**src/rtl/pe_vec_mac.sv**
```systemverilog
// pe_vec_mac: systolic-array processing element computing a LANES-wide dot
// product of activation and weight vectors per beat, with a valid/ready
// handshake.
//
// Modes (sampled per beat):
//   0 = chain:      out_psum = fix(in_psum + dot)
//   1 = accumulate: acc gathers dot products over a group.
//                   first seeds acc from in_psum; last emits the result.
//
// Ports:
//   clk, rst         rising-edge clock; asynchronous active-high reset
//   in_valid/ready   input beat handshake (in_ready = !stall)
//   activation       LANES packed elements, lane i at [i*weightPar +: weightPar]
//   weight           same packing as activation
//   in_psum          incoming two's-complement partial sum
//   mode/first/last  per-beat control, see above
//   out_valid/ready  result handshake
//   out_psum         two's-complement result
//   overflow         sideband, qualified by out_valid
module pe_vec_mac #(
  parameter int weightPar       = 8,
  parameter int accumulationPar = 32,
  parameter int LANES           = 4,
  parameter int SeM             = 0,
  parameter int SATURATE        = 1
) (
  input  logic                         clk,
  input  logic                         rst,
  input  logic                         in_valid,
  output logic                         in_ready,
  input  logic [LANES*weightPar-1:0]   activation,
  input  logic [LANES*weightPar-1:0]   weight,
  input  logic [accumulationPar-1:0]   in_psum,
  input  logic                         mode,
  input  logic                         first,
  input  logic                         last,
  output logic                         out_valid,
  input  logic                         out_ready,
  output logic [accumulationPar-1:0]   out_psum,
  output logic                         overflow
);

  localparam int W = weightPar;
  localparam int A = accumulationPar;
  // One guard bit above the result width makes every sum exact before fix().
  localparam int X = accumulationPar + 1;

  generate
    if (A < 2 * W + $clog2(LANES)) begin : gParamCheck
      $error("pe_vec_mac: accumulationPar too small for weightPar/LANES");
    end
  endgenerate

  // Product of one lane, sign-extended to X bits.
  function automatic logic signed [X-1:0] laneProduct(input logic [W-1:0] a,
                                                       input logic [W-1:0] w);
    logic [2*W-1:0]        magA;
    logic [2*W-1:0]        magW;
    logic [2*W-1:0]        mag;
    logic signed [2*W-1:0] prod;
    magA = {{(W+1){1'b0}}, a[W-2:0]};
    magW = {{(W+1){1'b0}}, w[W-2:0]};
    mag  = magA * magW;
    if (SeM != 0) begin
      // Negating a zero magnitude gives zero, so -0 operands yield exactly 0.
      if ((a[W-1] ^ w[W-1]) == 1'b1) begin
        prod = -$signed(mag);
      end else begin
        prod = $signed(mag);
      end
    end else begin
      prod = $signed(a) * $signed(w);
    end
    return X'(prod);
  endfunction

  // True when x does not fit in A signed bits.
  function automatic logic isOvf(input logic signed [X-1:0] x);
    return x[X-1] ^ x[X-2];
  endfunction

  // Reduce an X-bit value to A bits by clamping or wrapping.
  function automatic logic [A-1:0] fixVal(input logic signed [X-1:0] x);
    logic [A-1:0] res;
    if (isOvf(x) && (SATURATE != 0)) begin
      if (x[X-1] == 1'b1) begin
        res = {1'b1, {(A-1){1'b0}}};
      end else begin
        res = {1'b0, {(A-1){1'b1}}};
      end
    end else begin
      res = x[A-1:0];
    end
    return res;
  endfunction

  logic                       s1Valid_r;
  logic [LANES*W-1:0]         s1Act_r;
  logic [LANES*W-1:0]         s1Wgt_r;
  logic [A-1:0]               s1Psum_r;
  logic                       s1Mode_r;
  logic                       s1First_r;
  logic                       s1Last_r;

  logic                       outValid_r;
  logic [A-1:0]               outPsum_r;
  logic                       overflow_r;
  logic [A-1:0]               acc_r;
  logic                       sticky_r;

  logic                       stall_s;
  logic                       accept_s;
  logic signed [X-1:0]        dot_s;
  logic signed [X-1:0]        base_s;
  logic signed [X-1:0]        sum_s;
  logic [A-1:0]               sumFix_s;
  logic                       sumOvf_s;
  logic                       stickyNext_s;

  assign stall_s   = outValid_r & ~out_ready;
  assign in_ready  = ~stall_s;
  assign accept_s  = in_valid & ~stall_s;
  assign out_valid = outValid_r;
  assign out_psum  = outPsum_r;
  assign overflow  = overflow_r;

  // Stage-2 arithmetic: dot product, base selection, fix and sticky update.
  always_comb begin
    dot_s = '0;
    for (int i = 0; i < LANES; i++) begin
      dot_s = dot_s + laneProduct(s1Act_r[i*W +: W], s1Wgt_r[i*W +: W]);
    end
    // Chain beats and group-opening beats start from in_psum; others from acc.
    if (s1Mode_r && !s1First_r) begin
      base_s = X'($signed(acc_r));
    end else begin
      base_s = X'($signed(s1Psum_r));
    end
    sum_s        = base_s + dot_s;
    sumFix_s     = fixVal(sum_s);
    sumOvf_s     = isOvf(sum_s);
    stickyNext_s = (s1First_r ? 1'b0 : sticky_r) | sumOvf_s;
  end

  // Stage-1 operand register; holds its beat while the output is stalled.
  always_ff @(posedge clk or posedge rst) begin
    if (rst) begin
      s1Valid_r <= 1'b0;
      s1Act_r   <= '0;
      s1Wgt_r   <= '0;
      s1Psum_r  <= '0;
      s1Mode_r  <= 1'b0;
      s1First_r <= 1'b0;
      s1Last_r  <= 1'b0;
    end else if (!stall_s) begin
      s1Valid_r <= accept_s;
      if (accept_s) begin
        s1Act_r   <= activation;
        s1Wgt_r   <= weight;
        s1Psum_r  <= in_psum;
        s1Mode_r  <= mode;
        s1First_r <= first;
        s1Last_r  <= last;
      end
    end
  end

  // Stage-2 result register plus accumulator and sticky overflow state.
  always_ff @(posedge clk or posedge rst) begin
    if (rst) begin
      outValid_r <= 1'b0;
      outPsum_r  <= '0;
      overflow_r <= 1'b0;
      acc_r      <= '0;
      sticky_r   <= 1'b0;
    end else if (!stall_s) begin
      if (s1Valid_r) begin
        if (!s1Mode_r) begin
          // Chain beat: acc and sticky flag stay untouched.
          outValid_r <= 1'b1;
          outPsum_r  <= sumFix_s;
          overflow_r <= sumOvf_s;
        end else if (s1Last_r) begin
          outValid_r <= 1'b1;
          outPsum_r  <= sumFix_s;
          overflow_r <= stickyNext_s;
          acc_r      <= '0;
          sticky_r   <= 1'b0;
        end else begin
          outValid_r <= 1'b0;
          acc_r      <= sumFix_s;
          sticky_r   <= stickyNext_s;
        end
      end else begin
        outValid_r <= 1'b0;
      end
    end
  end

endmodule

```
**config.mk**
```make
export PLATFORM = sky130hd
export DESIGN_NAME = pe_vec_mac
export DESIGN_NICKNAME = d
export VERILOG_FILES = /design/src/rtl/pe_vec_mac.sv
export SDC_FILE = /design/constraint.sdc
export NUM_CORES = 1
export LEC_CHECK = 0
export BUFFER_PORTS_ARGS = -buffer_cell sky130_fd_sc_hd__buf_4
export CAP_MARGIN = 10
export CORE_UTILIZATION = 48
export CTS_BUF_LIST = sky130_fd_sc_hd__clkbuf_4 sky130_fd_sc_hd__clkbuf_8 sky130_fd_sc_hd__clkbuf_16
export DETAILED_ROUTE_END_ITERATION = 8
export GPL_ROUTABILITY_DRIVEN = 0
export PLACE_DENSITY = 0.65
export SLEW_MARGIN = 20
export SYNTH_ARGS = -nofsm -noshare
export SYNTH_HDL_FRONTEND = slang
export SYNTH_SLANG_ARGS = --single-unit
```
**constraint.sdc**
```tcl
create_clock -name clk -period 18.3 [get_ports clk]
set_clock_uncertainty 0.1 [all_clocks]
set_input_delay 3.66 -clock clk [delete_from_list [all_inputs] [get_ports clk]]
set_output_delay 3.66 -clock clk [all_outputs]
set_load 0.005 [all_outputs]
```
After elaboration in Yosys (flattened, before gate mapping) --
Index checks and enable logic that the tools add are counted.
Storage, ports and cells: register bits 167, bits of input ports 103, output and inout port bits 35, logic and storage cells 45
Cells by class: $add $sub $neg 4, $mul 4, equality and inequality tests 1, multiplexer cells 13, bitwise operators 6, reductions and logical operators 5
Operators with widths (count):
- 2-to-1 mux 32 bit | 5
- multiplier 8 x 8 -> 16 bit | 4
- adder 33 x 19 -> 33 bit | 1
- 2-to-1 mux 33 bit | 1
- adder 18 x 16 -> 19 bit | 1
- adder 17 x 16 -> 18 bit | 1
- adder 16 x 16 -> 17 bit | 1
- 2-to-1 mux 1 bit | 7
- AND reduction 3 bit | 2
- AND 1 bit | 2
- != test 2 x 1 -> 1 bit, second input constant | 1
- NOT 1 bit | 2
- AND reduction 2 bit | 1
- logical AND 1 bit | 1
- logical NOT 1 bit | 1
- bitwise OR 1 bit | 1
- XOR 1 bit | 1

Logic depth before layout (Yosys ltp) --
Gate-level depths: netlist of run 1.
depth after elaboration 9, depth in mapped cells 30, depth with buffers taken out 25

Worst setup path before layout of run 1 --
No wires, ideal clock.
kind flip-flop to flip-flop, start register s1Wgt_r[0], end register outPsum_r[10] (netlist: out_psum[10]), library setup time 125 ps, arrival 8216 ps, required time 18075 ps, path slack 9860 ps, cell stages (with the launch flop) 27, path buffers 3, clock period less this slack 8440 ps, cell sequence dfrtp_1 > clkbuf_1 > nand2_1 > fa_1 > fa_1 > fa_1 > fa_1 > inv_1 > fa_1 > inv_1 > fa_1 > inv_1 > fa_1 > inv_1 > fa_1 > inv_1 > ha_1 > clkbuf_1 > and4_1 > nand2_1 > a2bb2oi_1 > o21ai_1 > a211oi_1 > or3_4 > buf_6 > maj3_2 > mux2_2
On the way: cells in the longest elaborated chain, start to end 9, elaborated cells on any way between the ends 10, classes of those cells 4 x add/sub; 1 x mul; 4 x mux; 1 x bitwise
Ends and longest elaborated chain:
- from (decl) | line 99 | logic [LANES*W-1:0] s1Wgt_r;
- from (signal assigned) | line 159 | s1Wgt_r <= weight;
- multiplier 8 x 8 -> 16 bit (*) | line 72 | prod = $signed(a) * $signed(w);
- adder 16 x 16 -> 17 bit (*) | line 131 | dot_s = dot_s + laneProduct(s1Act_r[i*W +: W], s1Wgt_r[i*W +: W]);
- adder 17 x 16 -> 18 bit (*) | line 131
- adder 18 x 16 -> 19 bit (*) | line 131
- adder 33 x 19 -> 33 bit (*) | line 139 | sum_s = base_s + dot_s;
- 2-to-1 mux 32 bit / XOR 1 bit (equally long branches) | line 86, 79
- 2-to-1 mux 32 bit (*) | line 85 | if (isOvf(x) && (SATURATE != 0)) begin
- 2-to-1 mux 32 bit | line 183 | end else if (s1Last_r) begin
- 2-to-1 mux 32 bit (*) | line 178 | if (!s1Mode_r) begin
- to (signal assigned) | line 181 | outPsum_r <= sumFix_s;
- to (signal assigned) | line 185 | outPsum_r <= sumFix_s;
- to (decl) | line 106 | logic [A-1:0] outPsum_r;
Every way passes the cells marked *; elsewhere a longest branch is shown, timed or not. The select of a mux whose other input is x is not followed. A chain may end at the register's enable or synchronous reset.

Final worst setup path of run 1 --
start register s1Act_r[31], end register outPsum_r[14] (netlist: out_psum[14])
On the way: cells in the longest elaborated chain, start to end 7, elaborated cells on any way between the ends 8, classes of those cells 2 x add/sub; 1 x mul; 4 x mux; 1 x bitwise
Ends and longest elaborated chain:
- from (decl) | line 98 | logic [LANES*W-1:0] s1Act_r;
- from (signal assigned) | line 158 | s1Act_r <= activation;
- multiplier 8 x 8 -> 16 bit (*) | line 72
- adder 18 x 16 -> 19 bit (*) | line 131
- adder 33 x 19 -> 33 bit (*) | line 139
- 2-to-1 mux 32 bit / XOR 1 bit (equally long branches) | line 86, 79
- 2-to-1 mux 32 bit (*) | line 85
- 2-to-1 mux 32 bit | line 183
- 2-to-1 mux 32 bit (*) | line 178
Marked as above.

==> flow_summary.yaml, run 1 <==
timing:
  timing_max_transition_violations_final: 0
  setup-tns-final_ns: 0
  timing.final.hold_violations: 0
  setup_violations: 0
  layout_worst_path_cycle_share_pct: 50.6
  worstMarginPinSlew_ns: 1.02
  maxSlewHeadroom_pct: 32.1
  rsz0062_at_grt: "no"
  max_clock_freq_mhz: 108
  period_minus_slack_ns: 9.25
worst_setup_path:
  critical_path_required_ns: 18.55
  critPathKind: "flip-flop to flip-flop"
  setup.worst_path.start_class: "flip-flop"
  cp_data_arrival_time_ns: 9.50
  worstSetupEndpointType: "flip-flop"
  critical_path.max_fanout: 40
floorplan:
  initial_utilization_pct: 48.9
  design.die.area_mm2: 0.0473
  die_width_um: 218
  floorplan.core_area_mm2: 0.0456
  fp.dieH_um: 218
  ioPinCount: 138
  placement_rows: 78
clock_network:
  cts.hold.buffers_added: 0
  cts-resized-gates: 0
  insertion_delay_ns: 0.49
  clockBufferDepth: 2
  clk_root_buffer_cell: "sky130_fd_sc_hd__clkbuf_16"
  clkSinkCount: 167
  h_tree_levels: 4
  cts.reportedPaths.clkPinSlew_ns: 0.08
  cts.repair_timing.setup_buffer_count: 0
  cts_buffers: 17
  cts_tree: "built"
run:
  max_cap_viol_count: 0
route:
  vias_post_dr: 14600
  dr.pass1.iters: 6
  drtIter0Drc: 954
  route.antenna.remaining_nets: 0
  drc: 0
  detail_route.wirelength_mm: 53.3
  detail_route.vias_per_cell: 5.23
  detail_route.wl_per_cell_um: 19.2
final_layout:
  finalNetCount: 2865
  fillerInstances: 3970
  post_route_cells_drive_above_1_share_pct: 14.1
  areaGrowthSynthToFinish_pct: 10.0
  insertedDiodeCount: 0
global_route:
  grt.total_usage_pct: 24.6
  grt_start_max_net_pins: 104
  grt_antenna_before_repair: 0
  global_route_wire_length_before_repair_mm: 88.0
  via_count_of_the_first_global_routing_pass: 16100
  globalRoute.totalOverflow: 0
status:
  outcome: "completed"
yosys:
  yosys_warnings: 0
  post-synth-top-area-cell: "sky130_fd_sc_hd__fa_1"
  synth.area.top_cells: "sky130_fd_sc_hd__fa_1 42%, sky130_fd_sc_hd__dfrtp_1 19%, sky130_fd_sc_hd__inv_1 8.4%, sky130_fd_sc_hd__ha_1 7.0%, sky130_fd_sc_hd__mux2_2 5.5%"
  post_synth_inst_count: 2070
  synth_area_mm2: 0.0223
  async_reset_ff_share_pct: 100
  number_of_enable_flip_flop_cells_after_synthesis: 0
  synth_flop_cell: "sky130_fd_sc_hd__dfrtp_1"
  syn-mean-instance-area_um2: 10.8
  synth-seq-cells: 167
  count_of_distinct_cell_types_in_the_synthesized_netlist: 61
  synth_sequential_area_ratio_pct: 18.7
  top_cell_type_s_share_of_synthesized_area_pct: 41.8
  synthesis.nets: 2764
place:
  io_buffer_count: 137
  hpwl_mm: 44.6
worst_hold_path:
  worstHoldPathType: "flip-flop to flip-flop"
sequential cells by signal (all words and copies together) (netlist names):
signal / flops
s1Last_r: 1
s1Mode_r: 1
out_valid: 1
out_psum: 32
s1Psum_r: 32
acc_r: 32
s1Act_r: 32
s1Wgt_r: 32
s1First_r: 1
s1Valid_r: 1
sticky_r: 1
overflow: 1
worst max-delay path: stages, from the launching register on:
cell	delay (ns)
sky130_fd_sc_hd__dfrtp_1	0.48
sky130_fd_sc_hd__nand2_1	0.19
sky130_fd_sc_hd__inv_1	0.08
sky130_fd_sc_hd__fa_1	0.64
sky130_fd_sc_hd__fa_1	0.65
sky130_fd_sc_hd__inv_1	0.13
sky130_fd_sc_hd__fa_1	0.63
sky130_fd_sc_hd__fa_1	0.48
sky130_fd_sc_hd__fa_1	0.80
sky130_fd_sc_hd__inv_1	0.36
sky130_fd_sc_hd__fa_1	0.57
sky130_fd_sc_hd__inv_1	0.05
sky130_fd_sc_hd__fa_1	0.45
sky130_fd_sc_hd__fa_1	0.49
sky130_fd_sc_hd__inv_1	0.04
sky130_fd_sc_hd__ha_1	0.39
sky130_fd_sc_hd__a21oi_1	0.21
sky130_fd_sc_hd__o21ai_1	0.16
sky130_fd_sc_hd__a221o_1	0.44
sky130_fd_sc_hd__a221oi_2	0.24
sky130_fd_sc_hd__o41ai_1	0.14
sky130_fd_sc_hd__or3_4	0.60
sky130_fd_sc_hd__o21ai_2	0.57
sky130_fd_sc_hd__o21ai_0	0.20
final cells by class:
class                   count  area (um2)  share of cell area (%)
flip-flops and latches    167        4180                    17.0
repair buffers            146        1100                    4.47
clock buffers              18         439                    1.79
multi-input cells        1339       16000                    65.2
inverters                 500        1880                    7.67
well taps                 600         751                    3.06
clock inverters            14         185                   0.755
cell usage after synthesis, types with 13 or more instances:
master                       n
sky130_fd_sc_hd__fa_1      466
sky130_fd_sc_hd__nor2_1     18
sky130_fd_sc_hd__o21ai_0    44
sky130_fd_sc_hd__mux2_2    108
sky130_fd_sc_hd__mux2i_1    29
sky130_fd_sc_hd__xnor2_1    24
sky130_fd_sc_hd__clkbuf_1   47
sky130_fd_sc_hd__nand2_1   162
sky130_fd_sc_hd__nand2b_1   19
sky130_fd_sc_hd__a21o_1     13
sky130_fd_sc_hd__ha_1      125
sky130_fd_sc_hd__and2_1    119
sky130_fd_sc_hd__inv_1     500
sky130_fd_sc_hd__buf_2      13
sky130_fd_sc_hd__nor2b_1    22
sky130_fd_sc_hd__dfrtp_1   167
sky130_fd_sc_hd__a221o_1    16
sky130_fd_sc_hd__a21oi_1    51
cells by family after synthesis:
group / Yosys count / synth area share, %
xor gates and xnor gates: 35 / 1.41
adders and majority gates: 597 / 49.1
muxes: 137 / 6.75
and+or+nand+nor: 380 / 8.66
DFF: 167 / 18.7
buffers and inverters: 564 / 9.60
AOI/OAI and AO/OA: 190 / 5.73
stage by stage:
stage | utilization [%] | hold slack, ns | setup WS (ns) | area [um2] | instances
floorplan | - | 0.346 | 9.86 | 22300 | 2070
global placement | 52.5 | 0.370 | 9.33 | 23900 | 2752
detailed placement | 52.5 | 0.377 | 9.12 | 23900 | 2752
CTS | 53.8 | 0.396 | 9.07 | 24500 | 2784
global route | 53.8 | 0.412 | 8.57 | 24500 | 2784
finish | 53.8 | 0.392 | 9.05 | 24500 | 2784
layer usage:
metal  wire length (um)  vias to the layer above  share of wire [%]  GRT usage, %
met5                  0                        -                  0             0
met4               1790                        0                3.4          9.11
met3               2060                       76                3.9          3.36
met2              28000                      376                 52          42.9
met1              21500                     7606                 40          31.3
li1                   -                     6507                  -             -
worst paths after layout:
| kind | to | cells after the start | slack [ns] | startpoint |
|---|---|---|---|---|
| setup / recovery | out_psum[14] | 23 | 9.05 | s1Act_r[31] |
| hold / removal | out_psum[15] | 2 | 0.39 | out_psum[15] |
| setup reg to reg | out_psum[14] | 23 | 9.05 | s1Act_r[31] |
| hold reg to reg | out_psum[15] | 2 | 0.39 | out_psum[15] |
| max in group asynchronous | s1Psum_r[16] | 3 | 13.41 | rst |
| min in group asynchronous | s1Act_r[24] | 2 | 3.30 | rst |
layout by cell type (no fill, tap or decap), types with 4 or more instances in the layout:
cell type | netlist | routed
sky130_fd_sc_hd__ha_1 | 125 | 125
sky130_fd_sc_hd__fa_1 | 466 | 465
sky130_fd_sc_hd__nor2b_1 | 22 | 22
sky130_fd_sc_hd__o21ai_0 | 44 | 44
sky130_fd_sc_hd__mux2i_1 | 29 | 29
sky130_fd_sc_hd__nand2b_1 | 19 | 18
sky130_fd_sc_hd__a31oi_1 | 9 | 9
sky130_fd_sc_hd__a221o_1 | 16 | 16
sky130_fd_sc_hd__and3_1 | 7 | 7
sky130_fd_sc_hd__inv_1 | 500 | 499
sky130_fd_sc_hd__or3_1 | 4 | 4
sky130_fd_sc_hd__dfrtp_1 | 167 | 167
sky130_fd_sc_hd__xnor2_1 | 24 | 23
sky130_fd_sc_hd__clkinv_8 | 0 | 5
sky130_fd_sc_hd__a211oi_1 | 4 | 4
sky130_fd_sc_hd__a21oi_1 | 51 | 51
sky130_fd_sc_hd__o21ai_1 | 4 | 4
sky130_fd_sc_hd__buf_4 | 0 | 146
sky130_fd_sc_hd__nand3_1 | 7 | 7
sky130_fd_sc_hd__xor2_1 | 10 | 10
sky130_fd_sc_hd__o211ai_1 | 6 | 6
sky130_fd_sc_hd__o31ai_1 | 5 | 5
sky130_fd_sc_hd__nor2_1 | 18 | 18
sky130_fd_sc_hd__and2_1 | 119 | 119
sky130_fd_sc_hd__a22o_1 | 10 | 10
sky130_fd_sc_hd__nand4_1 | 5 | 5
sky130_fd_sc_hd__a21o_1 | 13 | 13
sky130_fd_sc_hd__nor3_1 | 7 | 7
sky130_fd_sc_hd__mux2_2 | 108 | 108
sky130_fd_sc_hd__o21a_1 | 4 | 4
sky130_fd_sc_hd__clkbuf_16 | 0 | 17
sky130_fd_sc_hd__nand2_1 | 162 | 160
Power of run 1 is left out: the tool's default activity adds up to more than one toggle a clock period on the data nets, which glitch-free logic cannot reach.
==> run 2, diff against run 1 <==
PLACE_DENSITY = 0.68   (was 0.65)
clock period = 8.1 ns   (was 18.3 ns; I/O delays follow)
==> run 2 against run 1 <==
  * Global-route usage grew 1.6 points
  * Worst hold slack worse by 0.0022 ns
  * First-iteration DRC count shrank 14%
  * Register-to-register slack got worse by 9.0 ns
  * Core utilization is 5.8 points higher
  * Fmax up 15%
  * Sequential share of layout area decreased by 1.6 points
  * Worst setup slack got worse by 9.0 ns
  * Critical path depth is 3 higher
  * Critical path type unchanged
  * Cell area increased by 11%
==> flow_summary.yaml, run 2 (synthesis gave the netlist of run 1 again) <==
timing:
  maxSlewHeadroom_pct: 36.5
  worstMarginPinSlew_ns: 0.953
  rsz0062_at_grt: "yes"
  timing.hold.ws_ns: 0.390
  finalWorstSetupSlack_ns: 0.0235
  max_clock_freq_mhz: 124
  period_minus_slack_ns: 8.08
  setup_violations: 0
  setup-tns-final_ns: 0
  timing_max_transition_violations_final: 0
  timing.final.hold_violations: 0
  layout_worst_path_cycle_share_pct: 99.7
global_route:
  grt_antenna_before_repair: 0
  grt.total_usage_pct: 26.2
  global_route_wire_length_before_repair_mm: 94.0
  via_count_of_the_first_global_routing_pass: 17400
  globalRoute.totalOverflow: 0
  grt_start_max_net_pins: 87
floorplan:
  design.die.area_mm2: 0.0473
  floorplan.core_area_mm2: 0.0456
  die_width_um: 218
  ioPinCount: 138
  fp.dieH_um: 218
  placement_rows: 78
  initial_utilization_pct: 48.9
clock_network:
  cts_tree: "built"
  insertion_delay_ns: 0.51
  h_tree_levels: 4
  clkSinkCount: 167
  clockBufferDepth: 2
  cts.hold.buffers_added: 0
  clk_root_buffer_cell: "sky130_fd_sc_hd__clkbuf_16"
  cts.reportedPaths.clkPinSlew_ns: 0.08
  cts_buffers: 17
worst_setup_path:
  r2r.worst_path.cells: 26
  critical_path_required_ns: 8.40
  cp_slowest_cell: "sky130_fd_sc_hd__fa_2"
  regToRegEndpoint: "out_psum[15]"
  cp_data_arrival_time_ns: 8.37
  critical_path.top_delay_family: "adder cells"
  worstSetupEndpointType: "flip-flop"
  delay_of_the_slowest_cell_on_the_worst_path_ns: 0.63
  cp.buffers_inverters: 8
  worst_r2r_startpoint: "s1Act_r[31]"
  critical-path-top-cell-by-count: "sky130_fd_sc_hd__fa_1"
  critPathKind: "flip-flop to flip-flop"
  regToRegSetupSlack_ns: 0.02
  critical_path.max_fanout: 6
  setup.worst_path.start_class: "flip-flop"
final_layout:
  post_layout_nonfiller_instances: 3004
  most_common_cell_after_layout_fill_and_taps_aside: "sky130_fd_sc_hd__inv_1"
  finalNetCount: 3085
  fillerInstances: 3667
  post_route_cells_drive_above_1_share_pct: 27.0
  insertedDiodeCount: 0
  mostFrequentLayoutCells: "486 x sky130_fd_sc_hd__inv_1, 446 x sky130_fd_sc_hd__fa_1, 334 x sky130_fd_sc_hd__buf_4"
  areaGrowthSynthToFinish_pct: 21.8
place:
  placement.setup.worst_slack_ns: -0.358
  hpwl_mm: 47.9
  io_buffer_count: 137
  placed_cells_incl_taps: 2914
route:
  route.antenna.remaining_nets: 0
  drc: 0
  dr.pass1.iters: 5
  drtIter0Drc: 820
  vias_post_dr: 15800
  detail_route.wl_per_cell_um: 19.5
  detail_route.vias_per_cell: 5.25
  detail_route.wirelength_mm: 58.5
worst_hold_path:
  whs_path_depth: 2
  holdCritStartpoint: "out_psum[4]"
  hold-path-endpoint: "out_psum[4]"
  worstHoldPathType: "flip-flop to flip-flop"
run:
  max_cap_viol_count: 0
status:
  outcome: "completed"
-- run 2: changes by cell type in the layout (fill, tap and decap cells not counted), moves of 12 or more --
cell	before	now
sky130_fd_sc_hd__o21ai_2	1	13
sky130_fd_sc_hd__buf_12	0	12
sky130_fd_sc_hd__buf_6	0	16
sky130_fd_sc_hd__mux2i_1	29	16
sky130_fd_sc_hd__o21ai_0	44	25
sky130_fd_sc_hd__fa_1	465	446
sky130_fd_sc_hd__ha_4	0	17
sky130_fd_sc_hd__ha_1	125	107
sky130_fd_sc_hd__buf_4	146	334
sky130_fd_sc_hd__inv_1	499	486
sky130_fd_sc_hd__fa_2	1	20
-- run 2: worst reg2reg max path: stages, from the launching register on --
cell and delay (ns):
sky130_fd_sc_hd__dfrtp_2 0.47, sky130_fd_sc_hd__and2_4 0.16, sky130_fd_sc_hd__fa_1 0.49, sky130_fd_sc_hd__buf_6 0.15, sky130_fd_sc_hd__fa_2 0.57, sky130_fd_sc_hd__inv_4 0.05
sky130_fd_sc_hd__fa_1 0.57, sky130_fd_sc_hd__fa_2 0.50, sky130_fd_sc_hd__fa_2 0.63, sky130_fd_sc_hd__clkinv_4 0.10, sky130_fd_sc_hd__buf_6 0.15, sky130_fd_sc_hd__fa_1 0.48
sky130_fd_sc_hd__inv_1 0.05, sky130_fd_sc_hd__fa_1 0.44, sky130_fd_sc_hd__fa_1 0.50, sky130_fd_sc_hd__inv_2 0.05, sky130_fd_sc_hd__ha_4 0.21, sky130_fd_sc_hd__and3_4 0.18
sky130_fd_sc_hd__and2_4 0.15, sky130_fd_sc_hd__a221o_1 0.35, sky130_fd_sc_hd__a221oi_2 0.33, sky130_fd_sc_hd__o41ai_4 0.18, sky130_fd_sc_hd__or3_4 0.45, sky130_fd_sc_hd__buf_6 0.15
sky130_fd_sc_hd__o21ai_4 0.24, sky130_fd_sc_hd__clkbuf_16 0.22, sky130_fd_sc_hd__o21ai_1 0.07
-- run 2: repair_timing --
action                                  CTS  global route
resized for setup                        49           140
endpoints found under the setup margin   64            64
setup buffers                            16            39
pin swaps                                33            85
cloned                                    2             3
-- run 2: worst max-delay path by stage --
stage | start | end | slack [ns] | cells after the start
floorplan | s1Act_r[7] | out_psum[10] | 0.001 | 25
detailed placement | s1Mode_r | acc_r[14] | -0.36 | 26
global route | s1Act_r[31] | acc_r[22] | -0.16 | 28
finish | s1Act_r[31] | out_psum[15] | 0.02 | 26
CTS | s1Mode_r | acc_r[22] | -0.01 | 28
global placement | s1Mode_r | acc_r[8] | -0.17 | 26
-- run 2: metrics by stage --
step / utilization, % / cell area [um2]
3_5_place_dp: 55.4 / 25300
2_1_floorplan: - / 22300
4_1_cts: 57.6 / 26300
3_3_place_gp: 55.4 / 25300
5_1_grt: 59.6 / 27200
6_report: 59.6 / 27200
-- run 2: layout make-up --
cell class,instances,area [um2],area share (%)
multi-input cells,1340,16700,61.6
flip-flops and latches,167,4190,15.4
repair buffers,365,2990,11.0
inverters,500,1900,7.00
well taps,600,751,2.76
clock buffers,18,439,1.62
clock inverters,14,160,0.590
-- run 2: layer usage --
layer	global-route usage, %	routed length (um)	vias to the layer above
met5	0	0	-
met4	10.4	2420	0
met3	3.97	2660	122
met2	45.6	30200	436
met1	32.7	23200	8258
li1	-	-	6952
Power of run 2 is left out for the same reason.
==> run 3, diff against run 2 <==
==> constraint.sdc (replaced) <==
create_clock -name clk -period 8.1 [get_ports clk]
set_clock_uncertainty 0.1 [all_clocks]
set_input_delay 0.405 -clock clk [delete_from_list [all_inputs] [get_ports clk]]
set_output_delay 0.405 -clock clk [all_outputs]
set_load 0.005 [all_outputs]
==> run 3 against run 2 <==
  * Sequential share of layout area is essentially flat
  * Register-to-register slack is essentially flat
  * Flip-flop and latch count is the same
  * Critical endpoint unchanged
  * Highest routed layer unchanged
==> flow_summary.yaml, run 3 (synthesis gave the netlist of run 1 again) <==
place:
  placed_cells_incl_taps: 2914
  io_buffer_count: 137
  placed_cell_area_mm2: 0.0253
  hpwl_mm: 47.9
final_layout:
  most_common_cell_after_layout_fill_and_taps_aside: "sky130_fd_sc_hd__inv_1"
  finish.instance_area_mm2: 0.0272
  areaGrowthSynthToFinish_pct: 21.9
  finalNetCount: 3087
  insertedDiodeCount: 0
  mostFrequentLayoutCells: "486 x sky130_fd_sc_hd__inv_1, 446 x sky130_fd_sc_hd__fa_1, 334 x sky130_fd_sc_hd__buf_4"
  post_route_cells_drive_above_1_share_pct: 27.0
  post_layout_nonfiller_instances: 3006
clock_network:
  cts.reportedPaths.clkPinSlew_ns: 0.08
  clockBufferDepth: 2
  clk_root_buffer_cell: "sky130_fd_sc_hd__clkbuf_16"
  cts_tree: "built"
  clkSinkCount: 167
  insertion_delay_ns: 0.51
  cts_buffers: 17
  h_tree_levels: 4
timing:
  rsz0062_at_grt: "yes"
  timing_max_transition_violations_final: 0
  maxSlewHeadroom_pct: 36.2
  setup_violations: 0
  period_minus_slack_ns: 8.08
  layout_worst_path_cycle_share_pct: 99.7
  max_clock_freq_mhz: 124
  timing.final.hold_violations: 0
  worstMarginPinSlew_ns: 0.956
  timing.hold.ws_ns: 0.0307
global_route:
  via_count_of_the_first_global_routing_pass: 17400
  grt_start_max_net_pins: 87
  met1_usage_in_global_routing_pct: 32.7
  grt_antenna_before_repair: 0
  globalRoute.totalOverflow: 0
  grt.met3_usage_pct: 3.97
  globalRoute.busiestLayer: "met2"
  global_route_wire_length_before_repair_mm: 94.0
  grt.met2_usage_pct: 45.6
  grt.total_usage_pct: 26.2
route:
  detail_route.wirelength_mm: 58.6
  vias_post_dr: 15800
  drtIter0Drc: 788
  drc: 0
  route.antenna.remaining_nets: 0
  detail_route.vias_per_cell: 5.25
  detail_route.wl_per_cell_um: 19.5
  dr.pass1.iters: 5
worst_setup_path:
  setup.worst_path.start_class: "flip-flop"
  worstSetupEndpointType: "flip-flop"
  cp_data_arrival_time_ns: 8.37
  critical_path_required_ns: 8.39
  critical_path.max_fanout: 6
  critPathKind: "flip-flop to flip-flop"
floorplan:
  die_width_um: 218
  floorplan.core_area_mm2: 0.0456
  ioPinCount: 138
  placement_rows: 78
  initial_utilization_pct: 48.9
  fp.dieH_um: 218
  design.die.area_mm2: 0.0473
run:
  max_cap_viol_count: 0
worst_hold_path:
  worstHoldPathType: "input pin to flip-flop"
status:
  outcome: "completed"
## run 3: cell types whose count changed in the layout (fill, tap and decap cells not counted), sizes merged
| cell | previous run | this run |
|---|---|---|
| dlygate4sd3 | 0 | 2 |
## run 3: worst max-delay path, stage by stage, from the launching register on
cell	delay, ns
sky130_fd_sc_hd__dfrtp_2	0.47
sky130_fd_sc_hd__and2_4	0.16
sky130_fd_sc_hd__fa_1	0.49
sky130_fd_sc_hd__buf_6	0.15
sky130_fd_sc_hd__fa_2	0.57
sky130_fd_sc_hd__inv_4	0.05
sky130_fd_sc_hd__fa_1	0.57
sky130_fd_sc_hd__fa_2	0.49
sky130_fd_sc_hd__fa_2	0.63
sky130_fd_sc_hd__clkinv_4	0.10
sky130_fd_sc_hd__buf_6	0.15
sky130_fd_sc_hd__fa_1	0.47
sky130_fd_sc_hd__inv_1	0.05
sky130_fd_sc_hd__fa_1	0.44
sky130_fd_sc_hd__fa_1	0.50
sky130_fd_sc_hd__inv_2	0.05
sky130_fd_sc_hd__ha_4	0.21
sky130_fd_sc_hd__and3_4	0.18
sky130_fd_sc_hd__and2_4	0.15
sky130_fd_sc_hd__a221o_1	0.35
sky130_fd_sc_hd__a221oi_2	0.33
sky130_fd_sc_hd__o41ai_4	0.18
sky130_fd_sc_hd__or3_4	0.45
sky130_fd_sc_hd__buf_6	0.15
sky130_fd_sc_hd__o21ai_4	0.24
sky130_fd_sc_hd__clkbuf_16	0.22
sky130_fd_sc_hd__o21ai_1	0.06
## run 3: cell type report
type	instances	area [um2]
Sequential cell	167	4190
Clock buffer	18	439
Fill cell	3667	18400
Clock inverter	14	160
Timing Repair Buffer	367	3010
Multi-Input combinational cell	1340	16700
Tap cell	600	751
Inverter	500	1900
## run 3: final timing paths
check / to / cells past startpoint / slack [ns] / start
max reg2reg: out_psum[15] / 26 / 0.02 / s1Act_r[31]
max: out_psum[15] / 26 / 0.02 / s1Act_r[31]
min in group asynchronous: s1Wgt_r[17] / 3 / 0.55 / rst
max in group asynchronous: s1Psum_r[16] / 4 / 6.11 / rst
min: s1Mode_r / 2 / 0.03 / mode
min reg2reg: out_psum[4] / 2 / 0.39 / out_psum[4]
## run 3: per-layer routing
layer | wire, um | part of all wire, % | up-vias
met5 | 0 | 0 | -
met4 | 2350 | 4.0 | 0
met3 | 2500 | 4.3 | 114
met2 | 30300 | 52 | 420
met1 | 23400 | 40 | 8284
li1 | - | - | 6959
## run 3: through the flow
stage / setup WS [ns] / utilization, % / setup TNS [ns]
after global routing: -0.161 / 59.6 / -6.10
after global placement: -0.172 / 55.4 / -5.23
after detailed placement: -0.358 / 55.4 / -12.94
after floorplan: 0.00108 / - / 0
after CTS: -0.0150 / 57.7 / -0.0244
final: 0.0242 / 59.6 / 0
## run 3: timing repair
| action | CTS | global route |
|---|---|---|
| hold buffers | 2 | 0 |
| gates cloned | 2 | 3 |
| buffers inserted | 16 | 39 |
| pin swaps | 33 | 85 |
| endpoints found under the hold margin | 32 | 0 |
| endpoints found under the setup margin | 64 | 64 |
| gates resized for setup | 49 | 140 |
Power of run 3 is left out for the same reason.
